`src/rtl/instr_fetch_unit.sv`:
```
// instr_fetch_unit: PC owner and instruction fetch buffer feeding decode over valid/ready.
module instr_fetch_unit #(
  parameter logic [31:0] RESET_PC = 32'h0000_0000,
  parameter int          DEPTH    = 2
) (
  input  logic        clk,
  input  logic        reset,
  input  logic        fetch_en,
  output logic [31:0] imem_addr,
  input  logic [31:0] imem_data,
  input  logic        redirect_valid,
  input  logic [31:0] redirect_target,
  output logic        if_valid,
  input  logic        if_ready,
  output logic [31:0] if_instr,
  output logic [31:0] if_pc,
  output logic [31:0] fetch_count
);
  localparam int AW = $clog2(DEPTH);
  localparam logic [AW:0] FULL = DEPTH[AW:0];
  logic [31:0]   r_pc;
  logic [31:0]   r_fetch_count;
  logic [AW:0]   r_count;
  logic [AW-1:0] r_rd;
  logic [AW-1:0] r_wr;
  logic [63:0]   r_buf [DEPTH];
  logic          w_pop;
  logic          w_push;
  assign w_pop  = if_valid & if_ready & ~redirect_valid;
  // a pop in the same cycle frees the slot the push needs when full
  assign w_push = fetch_en & ~redirect_valid & ((r_count < FULL) | w_pop);
  always_ff @(posedge clk or posedge reset) begin
    if (reset) begin
      r_pc          <= RESET_PC;
      r_fetch_count <= '0;
      r_count       <= '0;
      r_rd          <= '0;
      r_wr          <= '0;
      for (int i = 0; i < DEPTH; i++) r_buf[i] <= '0;
    end else if (redirect_valid) begin
      r_pc    <= redirect_target & ~32'h3;
      r_count <= '0;
      r_rd    <= '0;
      r_wr    <= '0;
    end else begin
      if (w_push) begin
        r_buf[r_wr]   <= {r_pc, imem_data};
        r_wr          <= r_wr + AW'(1);
        r_pc          <= r_pc + 32'd4;
        r_fetch_count <= r_fetch_count + 32'd1;
      end
      if (w_pop) r_rd <= r_rd + AW'(1);
      r_count <= r_count + (AW+1)'(w_push) - (AW+1)'(w_pop);
    end
  end
  assign imem_addr   = r_pc;
  assign fetch_count = r_fetch_count;
  assign if_valid    = r_count != '0;
  assign if_pc       = if_valid ? r_buf[r_rd][63:32] : '0;
  assign if_instr    = if_valid ? r_buf[r_rd][31:0] : '0;
endmodule

```
`config.mk`:
```
export PLATFORM = sky130hd
export DESIGN_NAME = instr_fetch_unit
export DESIGN_NICKNAME = d
export VERILOG_FILES = /design/src/rtl/instr_fetch_unit.sv
export SDC_FILE = /design/constraint.sdc
export NUM_CORES = 1
export LEC_CHECK = 0
export BUFFER_PORTS_ARGS = -buffer_cell sky130_fd_sc_hd__buf_2
export CAP_MARGIN = 20
export CELL_PAD_IN_SITES_DETAIL_PLACEMENT = 1
export CELL_PAD_IN_SITES_GLOBAL_PLACEMENT = 2
export CORE_MARGIN = 4
export CORE_UTILIZATION = 38
export DETAILED_ROUTE_END_ITERATION = 8
export PLACE_DENSITY_LB_ADDON = 0.1
export SLEW_MARGIN = 5
export SYNTH_ARGS = -nofsm -noshare
export SYNTH_HDL_FRONTEND = slang
export SYNTH_SLANG_ARGS = --single-unit
```
`constraint.sdc`:
```
create_clock -name clk -period 15.15 [get_ports clk]
set_input_delay 3.7875 -clock clk [delete_from_list [all_inputs] [get_ports clk]]
set_output_delay 3.7875 -clock clk [all_outputs]
set_load 0.02 [all_outputs]
```
# Yosys cells after proc, flatten, opt, wreduce, memory -nomap -nowiden
# Index checks and enable logic that the tools add are counted.
[classes]
n_lt_le_gt_ge = 4
bitwise_logic = 8
n_addsub = 6
reduce_logical = 5
n_mux = 15
[op_table]
columns = ["operator", "count"]
rows = [
  ["$mux 64", 4],
  ["$bwmux 128", 1],
  ["$mux 32", 4],
  ["$demux 64 s1", 1],
  ["$add 32x1->32 const B", 1],
  ["$add 32x3->32 const B", 1],
  ["$reduce_bool 2->1", 3],
  ["$and 1x1->1", 4],
  ["$ge 2x2->1 const B", 2],
  ["$mux 1", 4],
  ["$not 1->2", 2],
  ["$add 1x1->1 const B", 2],
  ["$add 2x1->2", 1],
  ["$lt 2x1->1 const B", 1],
  ["$lt 2x2->1 const B", 1],
  ["$mux 2", 1],
  ["$reduce_and 2->1", 1],
  ["$sub 2x1->2", 1],
  ["$logic_and 1x1->1", 1],
  ["$not 1->1", 1],
  ["$or 1x1->1", 1],
]
[word_totals]
output_inout_bits = 129
wordCells = 45
register_bits = 196
inputBits = 69

# Logic depth before layout (Yosys ltp)
# Gate-level depths: netlist (run 1).
[logic_depth]
ltp_word = 8
mapped_depth = 10

# Least setup slack after synthesis (run 1)
# OpenSTA, ideal clock, no wires.
[synth_path]
kind = "input to register"
start = "in if_ready"
end = "reg r_buf[64] in the netlist's numbering"
cell_stages = 7
slack_ps = 9756
setup_time_ps = 125
required_ps = 15025
n_path_buf = 1
t_arrival_ps = 5269
path_cell_list = "nand2b_1 nand2_1 nor2_2 inv_2 nor2_1 buf_2 mux2_2"
[synth_via]
elab_chain_cells = 5
[synth_lines]
columns = ["element", "line", "source"]
rows = [
  ["from (decl)", "14", "input logic if_ready,"],
  ["$and 1x1->1 (2 in a row)", "29", "assign w_pop = if_valid & if_ready & ~redirect_valid;"],
  ["$or 1x1->1", "31", "assign w_push = fetch_en & ~redirect_valid & ((r_count < FULL) | w_pop);"],
  ["$and 1x1->1", "31", ""],
  ["$reduce_and 2->1 (no line)", "n/a", ""],
  ["to (signal, indexed assignment)", "47", "r_buf[r_wr] <= {r_pc, imem_data};"],
  ["to (decl)", "26", "logic [63:0] r_buf [DEPTH];"],
]
# Every way passes these cells.
# A chain may end at the register's enable or synchronous reset.

# Final worst setup path (run 1)
[layout_path]
start = "in if_ready"
end = "reg r_buf[75] in the netlist's numbering"
# The elaborated chain is that of the path after synthesis.

==> results of run 1 <==
synthesized netlist by cell type (3+ instances only):
library cell	number	share of area, %
nand4_1	20	1.4
nand3_1	22	1.2
mux2i_1	63	7.1
nor3_1	4	0.23
and2_1	3	0.21
inv_1	6	0.25
buf_4	4	0.34
o21ai_0	12	0.68
xnor2_1	44	4.4
mux2_1	62	7.9
mux2_2	63	8.0
nand2_1	55	2.3
and3_1	10	0.71
or3_1	3	0.21
nor4_2	6	0.85
ha_1	4	0.57
buf_1	5	0.21
nor2b_1	5	0.35
nor4_1	3	0.21
buf_2	7	0.40
dfrtp_1	190	54
o21ai_1	17	0.96
xor2_1	16	1.6
clkbuf_1	25	1.1
nor2_1	80	3.4
and4_1	4	0.40
cell type report:
type	count	area (sq um)	area share, %
Timing Repair Buffer	197	1020	9.53
Tap cell	313	392	3.65
Sequential cell	190	4760	44.4
Multi-Input combinational cell	511	3920	36.6
Inverter	7	33.8	0.315
Clock inverter	12	159	1.48
Clock buffer	19	433	4.04
flip-flops by register name, indices dropped and copies added (netlist names):
register,cells
imem_addr,30
r_count,2
fetch_count,32
r_buf,124
r_wr,1
r_rd,1
power by group through the flow:
| stage | logic (mW) | registers [mW] | clock network [mW] |
|---|---|---|---|
| after detailed placement | 0.423 | 0.740 | 0 |
| after global placement | 0.407 | 0.726 | 0 |
| after CTS | 0.424 | 0.730 | 0.471 |
| after floorplan | 0.285 | 0.725 | 0 |
| final | 0.415 | 0.728 | 0.457 |
| after global routing | 0.455 | 0.748 | 0.493 |
path summary, 6_finish.rpt:
check,startpoint,end,slack [ns],cells past startpoint
worst max-delay path,if_ready,r_buf[75]$_DFFE_PP0P_,8.92,8
worst min-delay path,fetch_count[31]$_DFFE_PP0P_,fetch_count[31]$_DFFE_PP0P_,0.47,1
worst max register to register,r_count[1]$_DFF_PP0_,r_buf[75]$_DFFE_PP0P_,11.95,7
worst min register to register,fetch_count[31]$_DFFE_PP0P_,fetch_count[31]$_DFFE_PP0P_,0.47,1
max in group asynchronous,reset,fetch_count[7]$_DFFE_PP0P_,10.39,4
min in group asynchronous,reset,fetch_count[15]$_DFFE_PP0P_,3.44,2
stage by stage:
step | setup WS (ns) | hold WS [ns]
after floorplan | 6.19 | 0.457
after global placement | 8.50 | 0.456
after detailed placement | 8.45 | 0.458
after CTS | 8.84 | 0.472
after global routing | 8.72 | 0.493
final | 8.92 | 0.466
worst register-to-register path, cell delays in order, from the launching register on:
cell	delay, ns
dfrtp_1	0.45
nand2b_1	0.23
nand2_1	0.21
nor2_2	0.30
inv_2	0.18
nor2_4	0.61
buf_4	0.65
mux2_2	0.46
layer usage:
layer,GRT usage [%],up-vias
met3,3.57,24
li1,-,2929
met4,4.61,6
met5,0,-
met2,32.4,131
met1,22.7,3193
cell families (layout without fill, tap and decap cells):
| family | Yosys count | count (layout) | share of synthesized area [%] |
|---|---|---|---|
| AND/OR/NAND/NOR | 222 | 222 | 12.4 |
| flip-flops | 190 | 190 | 53.8 |
| multiplexers | 188 | 188 | 23.0 |
| XOR/XNOR | 60 | 60 | 5.94 |
| buffers and inverters | 48 | 235 | 2.31 |
| AO/OA/AOI/OAI | 33 | 33 | 1.97 |
| adder cells (fa/ha/maj) | 4 | 4 | 0.566 |
| other | 1 | 4 | 0.0424 |
==> results_dict.tcl, run 1 <==
set metrics [dict create \
    wl_met1_mm 10.0 \
    p_sw_share_pct 32.3 \
    cp_slowest_stage_delay_ns 0.65 \
    hold_violations 0 \
    drtAntennaViolNets 0 \
    antenna_found_initial 3 \
    design_area_sq_mm 0.0107 \
    power_frac_seq_pct 45.5 \
    cp_cell_sequence "buf_2 -> nand2b_1 -> nand2_1 -> nor2_2 -> inv_2 -> nor2_4 -> buf_4 -> mux2_2" \
    p_int_mw 1.08 \
    syn_area_per_cell_sq_um 11.9 \
    layout_commonest_cell "buf_2" \
    required_ns 15.45 \
    path_delay_family "simple AND/OR/NAND/NOR gates" \
    cp_slowest_cell "buf_4" \
    skew_ns 0.0141 \
    setup-tns-final_ns 0 \
    cts-root-buf "clkbuf_16" \
    post_cts_resize_count 0 \
    wl_met2_mm 11.8 \
    drt_iter0_drc 225 \
    p_sw_uw 516 \
    num_rows 55 \
    area_growth_pct 21.2 \
    routabilityCongestion 0.780 \
    die_y_microns 161 \
    path_clk_slew_ns 0.07 \
    powerDensity_mw_per_mm2 149 \
    clk_latency_ns 0.43 \
    grt_max_degree 110 \
    comb_power_share_pct 25.9 \
    synth_ff_type "dfrtp_1" \
    ys_types 39 \
    drtPass1Iterations 4 \
    rsz0062_at_grt "false" \
    postCtsSetupBuffers 0 \
    wl_per_cell_microns 18.5 \
    top_layer_used "met5" \
    endpoint_kind "flip-flop" \
    yosysWarnings 0 \
    fill_cells 2480 \
    yosys_register_bits 190 \
    mostFrequentLayoutCells "buf_2, dfrtp_1, nor2_1" \
    vias 6283 \
    port_buffers 191 \
    fin_util_pct 47.0 \
    die_w_microns 161 \
    leakagePower_nw 4.91 \
    outcome "finished clean" \
    h-tree-depth 4 \
    crit_path_max_fanout 42 \
    instances_no_fill 1249 \
    start_util_pct 38.8 \
    hpwlAfterDp_mm 15.9 \
    netlist_area_sq_mm 0.00884 \
    seq_area_frac_synth_pct 53.8 \
    coreArea_sq_mm 0.0228 \
    p_clk_share_pct 28.5 \
    diodes 0 \
    slew_headroom_pct 34.4 \
    ir_drop_mv 0.0699 \
    dp.cells 1217 \
    cp.arrival_ns 6.53 \
    min_period_over_period_pct 41.1 \
    ctsHoldBuffers 0 \
    syn_inst 746 \
    critPathKind "primary input to flip-flop" \
    fin_crit_ns 6.23 \
    tritoncts "yes" \
    grtUsageTotal_pct 18.2 \
    tightestPinTransition_ns 0.984 \
    grt_pass1_wl_mm 37.9 \
    drcViolationCount 0 \
    synth_edf_count 0 \
    numCtsBuffers 17 \
    viasPerCell 5.03 \
    min_path_type "flip-flop to flip-flop" \
    grt-ovfl-total 0 \
    crit_buf_inv 3 \
    grt_pass1_vias 7036 \
    cts.sinks 190 \
    async_reset_ff_share_pct 100 \
    clockBufferDepth 2 \
    io_pins 198 \
    setup_viol 0 \
    wl_met3_microns 975 \
    finalPower_mw 1.60 \
    place_area_sq_mm 0.0101 \
    die_area_sq_mm 0.0258 \
    finalMaxSlewViolations 0 \
    routed_wl_mm 23.1 \
    fmax_mhz 161 \
    drive_above_1_share_pct 32.5 \
    cp-start-kind "primary input" \
    maxCapViolations 0 \
    nets 997 \
]
(Power assumes the default switching activity.)
==> run 2, diff against run 1 <==
--- a/config.mk
+++ b/config.mk
@@ -10,7 +10,7 @@
 export CELL_PAD_IN_SITES_DETAIL_PLACEMENT = 1
 export CELL_PAD_IN_SITES_GLOBAL_PLACEMENT = 2
 export CORE_MARGIN = 4
-export CORE_UTILIZATION = 38
+export CORE_UTILIZATION = 32
 export DETAILED_ROUTE_END_ITERATION = 8
 export PLACE_DENSITY_LB_ADDON = 0.1
 export SLEW_MARGIN = 5
==> constraint.sdc (replaced) <==
create_clock -name clk -period 5 [get_ports clk]
set_input_delay 1.25 -clock clk [delete_from_list [all_inputs] [get_ports clk]]
set_output_delay 1.25 -clock clk [all_outputs]
set_load 0.02 [all_outputs]
==> run 2 against run 1 <==
Hold slack better by 0.0051 ns; first-iteration DRC count decreased by 20%; critical endpoint is now if_instr[14]; die area rose by 18%.
==> results_dict.tcl, run 2 (synthesized netlist as in run 1, its figures left out) <==
set metrics [dict create \
    leakagePower_nw 4.92 \
    hold_depth 1 \
    path_clk_slew_ns 0.08 \
    tritoncts "yes" \
    regArea_sq_mm 0.00476 \
    postCtsSetupBuffers 0 \
    routabilityCongestion 0.766 \
    grtUsageTotal_pct 15.8 \
    dp_slack_ns 1.39 \
    regMostFlops "r_buf" \
    hpwlAfterDp_mm 16.4 \
    io_pins 198 \
    critPathKind "flip-flop to output port" \
    grt_max_degree 118 \
    rsz0062_at_grt "false" \
    r2r_end "r_count[1]$_DFF_PP0_" \
    num_rows 60 \
    outcome "finished clean" \
    fin_util_pct 39.8 \
    grt_pass1_vias 7061 \
    slew_headroom_pct 31.4 \
    mostFrequentLayoutCells "buf_2, dfrtp_1, nor2_1" \
    grt_pass1_wl_mm 38.7 \
    nets 1000 \
    clockBufferDepth 2 \
    cp.arrival_ns 2.30 \
    finalMaxSlewViolations 0 \
    maxCapViolations 0 \
    die_y_microns 174 \
    crit_path_max_fanout 44 \
    largest_reg_flops 124 \
    layout_commonest_cell "buf_2" \
    cts.sinks 190 \
    die_w_microns 174 \
    place_area_sq_mm 0.0102 \
    start_util_pct 32.6 \
    viasPerCell 4.81 \
    setup_viol 0 \
    area_growth_pct 22.0 \
    endpoint_kind "output port" \
    vias 6310 \
    powerDensity_mw_per_mm2 444 \
    drive_above_1_share_pct 32.9 \
    diodes 0 \
    setup_ws_ns 1.45 \
    ctsHoldBuffers 0 \
    design_area_sq_mm 0.0108 \
    die_area_sq_mm 0.0304 \
    h-tree-depth 4 \
    worstSetupStartpoint "r_rd$_DFFE_PP0P_" \
    drtAntennaViolNets 0 \
    port_buffers 191 \
    reg2reg_depth 11 \
    setup-tns-final_ns 0 \
    cp-start-kind "flip-flop" \
    skew_ns 0.0157 \
    tightestPinTransition_ns 1.03 \
    rr_startpoint "r_count[1]$_DFF_PP0_" \
    required_ns 3.75 \
    drcViolationCount 0 \
    routed_wl_mm 23.7 \
    drtPass1Iterations 4 \
    post_cts_resize_count 0 \
    numCtsBuffers 17 \
    grt-ovfl-total 0 \
    ir_drop_mv 0.199 \
    r2r_slack_ns 2.25 \
    fin_crit_ns 3.55 \
    hold_violations 0 \
    cts-root-buf "clkbuf_16" \
    min_path_type "flip-flop to flip-flop" \
    fill_cells 2955 \
    clk_latency_ns 0.43 \
    wl_per_cell_microns 18.1 \
    coreArea_sq_mm 0.0271 \
    min_period_over_period_pct 71.0 \
    antenna_found_initial 2 \
    multi_input_area_sq_mm 0.00392 \
    drt_iter0_drc 179 \
    fmax_mhz 282 \
    endpoint "if_instr[14]" \
]
-- run 2: cell type report --
type / count / area share [%]
clock buffer: 20 / 4.23
clock inverter: 12 / 1.07
inverter: 7 / 0.278
multi-input combinational: 511 / 36.3
sequential: 190 / 44.1
tap: 372 / 4.31
timing repair buffer: 200 / 9.71
-- run 2: stage by stage --
step                hold slack [ns]  cells  power, mW
finish                        0.471   1312       4.79
global route                  0.504   1312       5.09
CTS                           0.477   1312       4.88
detailed placement            0.461   1280       3.53
global placement              0.459   1280       3.45
floorplan                     0.457    749       3.06
-- run 2: worst max-delay path, stage by stage (launching register included) --
cell     delay [ns]
dfrtp_4        1.00
buf_4          0.38
mux2i_1        0.21
nor2_1         0.07
buf_2          0.19
-- run 2: worst min-delay path by stage --
stage / from / end / slack, ns
floorplan: r_buf[100]$_DFFE_PP0P_ / r_buf[100]$_DFFE_PP0P_ / 0.46
CTS: fetch_count[31]$_DFFE_PP0P_ / fetch_count[31]$_DFFE_PP0P_ / 0.48
detailed placement: fetch_count[31]$_DFFE_PP0P_ / fetch_count[31]$_DFFE_PP0P_ / 0.46
finish: fetch_count[31]$_DFFE_PP0P_ / fetch_count[31]$_DFFE_PP0P_ / 0.47
global route: r_buf[98]$_DFFE_PP0P_ / r_buf[98]$_DFFE_PP0P_ / 0.50
global placement: fetch_count[31]$_DFFE_PP0P_ / fetch_count[31]$_DFFE_PP0P_ / 0.46
-- run 2: power by group --
part           internal (mW)  total, mW  switching, mW
clock                  0.688       1.33          0.640
sequential              1.94       2.23          0.292
combinational          0.561       1.23          0.674
total                   3.19       4.79           1.61
-- run 2: layer usage --
metal	wire length (microns)	GRT usage (%)
met3	975	3.31
met1	10900	20.2
met4	287	3.96
met2	11600	27.4
met5	20	0
